$ cat src/rtl/naive_bus_rr_arbiter.sv
// Round-robin arbiter sharing one naive_bus slave between N_MASTERS requesters.
// Grants pass through combinationally; read data is steered to the master granted one cycle earlier.
module naive_bus_rr_arbiter #(
  parameter int unsigned N_MASTERS = 2,
  parameter int unsigned AW        = 32,
  parameter int unsigned DW        = 32
) (
  input  logic                    clk,
  input  logic                    rst,
  input  logic [N_MASTERS-1:0]    m_rd_req,
  input  logic [N_MASTERS*AW-1:0] m_rd_addr,
  output logic [N_MASTERS-1:0]    m_rd_gnt,
  output logic [N_MASTERS*DW-1:0] m_rd_data,
  input  logic [N_MASTERS-1:0]    m_wr_req,
  input  logic [N_MASTERS*AW-1:0] m_wr_addr,
  input  logic [N_MASTERS*DW-1:0] m_wr_data,
  input  logic [N_MASTERS*4-1:0]  m_wr_be,
  output logic [N_MASTERS-1:0]    m_wr_gnt,
  output logic                    s_rd_req,
  output logic [AW-1:0]           s_rd_addr,
  input  logic                    s_rd_gnt,
  input  logic [DW-1:0]           s_rd_data,
  output logic                    s_wr_req,
  output logic [AW-1:0]           s_wr_addr,
  output logic [DW-1:0]           s_wr_data,
  output logic [3:0]              s_wr_be,
  input  logic                    s_wr_gnt
);

  localparam int unsigned PW = (N_MASTERS > 1) ? $clog2(N_MASTERS) : 1;

  logic [PW-1:0]        ptr_q, ptr_d;
  logic                 own_vld_q, own_vld_d;
  logic [PW-1:0]        own_idx_q, own_idx_d;
  logic [N_MASTERS-1:0] active;
  logic                 sel_vld;
  logic [PW-1:0]        sel;
  logic                 rd_hit;
  logic                 wr_hit;

  // (base + k) mod N_MASTERS, used for the rotating search and the pointer advance
  function automatic logic [PW-1:0] rr_idx(input logic [PW-1:0] base, input int unsigned k);
    return PW'((32'(base) + k) % N_MASTERS);
  endfunction

  assign active = m_rd_req | m_wr_req;

  // First active master starting at ptr
  always_comb begin
    sel_vld = 1'b0;
    sel     = '0;
    for (int unsigned k = 0; k < N_MASTERS; k++) begin
      if (!sel_vld && active[rr_idx(ptr_q, k)]) begin
        sel_vld = 1'b1;
        sel     = rr_idx(ptr_q, k);
      end
    end
  end

  // Forward the selected master's both directions to the slave
  always_comb begin
    s_rd_req  = sel_vld & m_rd_req[sel];
    s_wr_req  = sel_vld & m_wr_req[sel];
    s_rd_addr = m_rd_addr[AW*32'(sel) +: AW];
    s_wr_addr = m_wr_addr[AW*32'(sel) +: AW];
    s_wr_data = m_wr_data[DW*32'(sel) +: DW];
    s_wr_be   = m_wr_be[4*32'(sel) +: 4];
    rd_hit    = s_rd_req & s_rd_gnt;
    wr_hit    = s_wr_req & s_wr_gnt;
    m_rd_gnt  = '0;
    m_wr_gnt  = '0;
    if (rd_hit) m_rd_gnt[sel] = 1'b1;
    if (wr_hit) m_wr_gnt[sel] = 1'b1;
  end

  // Next pointer and read-owner tracking
  always_comb begin
    ptr_d     = ptr_q;
    own_vld_d = rd_hit;
    own_idx_d = own_idx_q;
    if (rd_hit || wr_hit) ptr_d = rr_idx(sel, 1);
    if (rd_hit) own_idx_d = sel;
  end

  always_ff @(posedge clk) begin
    if (rst) begin
      ptr_q     <= '0;
      own_vld_q <= 1'b0;
      own_idx_q <= '0;
    end else begin
      ptr_q     <= ptr_d;
      own_vld_q <= own_vld_d;
      own_idx_q <= own_idx_d;
    end
  end

  // Steer returning read data to the owner of last cycle's grant
  always_comb begin
    m_rd_data = '0;
    if (own_vld_q) m_rd_data[DW*32'(own_idx_q) +: DW] = s_rd_data;
  end

endmodule
$ cat config.mk
export PLATFORM = sky130hd
export DESIGN_NAME = naive_bus_rr_arbiter
export DESIGN_NICKNAME = d
export VERILOG_FILES = /design/src/rtl/naive_bus_rr_arbiter.sv
export SDC_FILE = /design/constraint.sdc
export NUM_CORES = 1
export LEC_CHECK = 0
export CAP_MARGIN = 40
export CORE_AREA = 2 2 159 161
export CTS_BUF_LIST = sky130_fd_sc_hd__clkbuf_4 sky130_fd_sc_hd__clkbuf_8
export DETAILED_ROUTE_END_ITERATION = 6
export DIE_AREA = 0 0 161 163
export PLACE_DENSITY_LB_ADDON = 0.3
export SLEW_MARGIN = 25
export SYNTH_ARGS = -nofsm -noshare
export SYNTH_HDL_FRONTEND = slang
export SYNTH_SLANG_ARGS = --single-unit
$ cat constraint.sdc
create_clock -name clk -period 3.3 [get_ports clk]
set_input_delay 0.66 -clock clk [delete_from_list [all_inputs] [get_ports clk]]
set_output_delay 0.66 -clock clk [all_outputs]
set_load 0.01 [all_outputs]
==> out/results.txt <==
Die outline height -> 163 um
# setup viols final -> 0
Final WL -> 13.9 mm
Clock sink count -> 3
Crit. End Element -> output port
Cells after Synth -> 420
Top_reg_cell synth -> dfxtp_1
Largest net degree at the start of global routing -> 53
Req. time, crit path -> 2.64 ns
CTS tree -> done
Initial DRC count -> 120
DP Cell Count -> 1140
Kind of critical path -> in2out
Avg Inst Size Synth -> 4.47 um^2
Area leader, netlist -> nand2_1
Max Cap Viol -> 0
Outcome -> finished, final reports clean
Setup Skew -> 0.00176 ns
LEAKAGE -> 2.92 nW
Vias after detailed routing -> 4026
Mapped Area -> 0.00188 mm^2
Syn Nets -> 660
Bufs and invs on worst path -> 3
Multi-input logic area -> 0.00170 mm^2
Initial antenna violation count -> 0
Antenna Violating Nets Remaining -> 0
Core Area -> 0.0247 mm^2
Number of synthesized register bits -> 3
First-pass iteration count of the detailed router -> 4
Vias in the first global route -> 3892
Asr flop ratio synth -> 0%
Setup WS pre-CTS -> 0.0661 ns
Area post-placement -> 0.00641 mm^2
Count of different cell masters after synthesis -> 18
FILL cells -> 2733
Count of final hold-check violations -> 0
Worst path top cell family by delay -> buffers and inverters
FF/Latch Area -> 60.1 um^2
Root Driver -> clkbuf_8
Finished Layout Cells -> 1144
Slew Viols, Final -> 0
Vias per cell -> 3.52
Row count -> 58
Die area -> 0.0262 mm^2
HP Class -> reg2reg
Slew headroom -> 74.0%
Die width -> 161 um
Final Cell Area -> 0.00646 mm^2
Maximum vdd drop -> 0.0965 mV
Worst Max-Slew Pin Slew -> 0.389 ns
Drt drc -> 0
YS warnings -> 0
Most instantiated library cell after synthesis -> nand2_1
Final HPWL DP -> 11.4 mm
Fin util -> 26.2%
CTS max path bufs -> 2
Global-route wire length before repair -> 20.3 mm
Port Buffer Count -> 409
GRT overflow -> 0
Max Fclk -> 313 MHz
ANT cells -> 0
PwrDens -> 195 mW/mm^2
Final RePlAce weighted congestion -> 0.702
Share of cells above drive strength 1 -> 2.70%
Hold bufs inserted after CTS -> 0
Effective utilization at floorplan -> 7.61%
Clk_lat worst skew -> 0.21 ns
P&R area growth vs syn -> 244%
Final period utilization -> 96.7%
Tmin final -> 3.19 ns
Crit path cell chain -> clkdlybuf4s50_1 > o22ai_4 > buf_12 > nand2_1 > nand2_1 > clkdlybuf4s50_1
Synth top area cells -> nand2_1 60%, and2_1 11%, and3_1 11%
Io pins -> 410
Setup TNS -> 0 ns
Hold slack -> 0.641 ns
Final net count -> 1055
Tot GR Track Use -> 9.56%
CP max stage delay -> 0.52 ns
H-tree levels -> 1
Post-synth EDFFs -> 0
Startpoint Class -> primary input
Final WS setup -> 0.108 ns
Slowest cell on the critical path -> clkdlybuf4s50_1
WL/cell -> 12.2 um
Clock transition at path regs -> 0.03 ns
Max FO, Critical Path -> 51
Post-synth top cells -> 300 x nand2_1, 32 x and2_1, 32 x and3_1, 16 x buf_2, 15 x clkbuf_1
Top cell type's share of synthesized area -> 60.0%
Register area share after synthesis -> 3.20%
Pwr Total -> 1.26 mW
RSZ-0062 raised after global routing -> no
TritonCTS Buffers -> 3
Crit path DAT -> 2.53 ns
[cell families after synthesis]
logic type      count (synthesis)  share of synthesized area, %
simple gates                  374                          83.7
mux                             1                         0.533
buf+inv                        32                          7.47
compound gates                 10                          5.07
flops                           3                          3.20
[where the power goes]
group | switching (mW) | total, mW | internal (mW)
clock network | 0.0238 | 0.114 | 0.0905
logic | 0.441 | 1.10 | 0.663
registers | 0.00522 | 0.0448 | 0.0395
[area by class of cell]
cell class,count,area share (%)
repair buffers,421,65.5
multi-input cells,385,26.3
well taps,330,6.39
flip-flops and latches,3,0.929
clock buffers,4,0.755
inverters,1,0.0581
[worst min-delay path: stages, from the launching register on]
cell      delay (ns)
dfxtp_1         0.41
inv_1           0.09
a311oi_1        0.08
[registers in the layout, indices dropped and copies added (netlist names)]
| register | count |
|---|---|
| own_idx_q | 1 |
| own_vld_q | 1 |
| ptr_q | 1 |
[cell usage in the layout (no fill, tap or decap), types with 2 or more instances in the layout]
cell and instances:
clkdlybuf4s50_1 408, nand2_1 300, and3_1 32, and2_1 32, buf_4 8, nor2_1 6
buf_12 4, clkbuf_8 3, dfxtp_1 3, nand2b_1 2, o22a_1 2, o221ai_2 2
[timing repair]
action | 4_1_cts | 5_1_grt
buffers inserted | 0 | 0
resized for setup | 0 | 2
endpoints found under the setup margin | 0 | 37
[layer usage]
metal	vias up	global-route usage, %	wire, um	part of all wire (%)
li1	2075	-	-	-
met1	1720	9.95	5100	37
met2	227	19.8	7540	54
met3	4	2.16	1230	8.8
met4	0	1.10	68	0.49
met5	-	0	0	0
[path summary, 6_finish.rpt]
path	start	endpoint	slack, ns	cells after the start
setup / recovery	m_rd_req[1]	s_rd_addr[18]	0.11	6
hold / removal	ptr_q	ptr_q	0.64	2
hold reg to reg	ptr_q	ptr_q	0.64	2
setup reg to reg	ptr_q	ptr_q	1.82	4
Power figures use the tool's default switching activity.
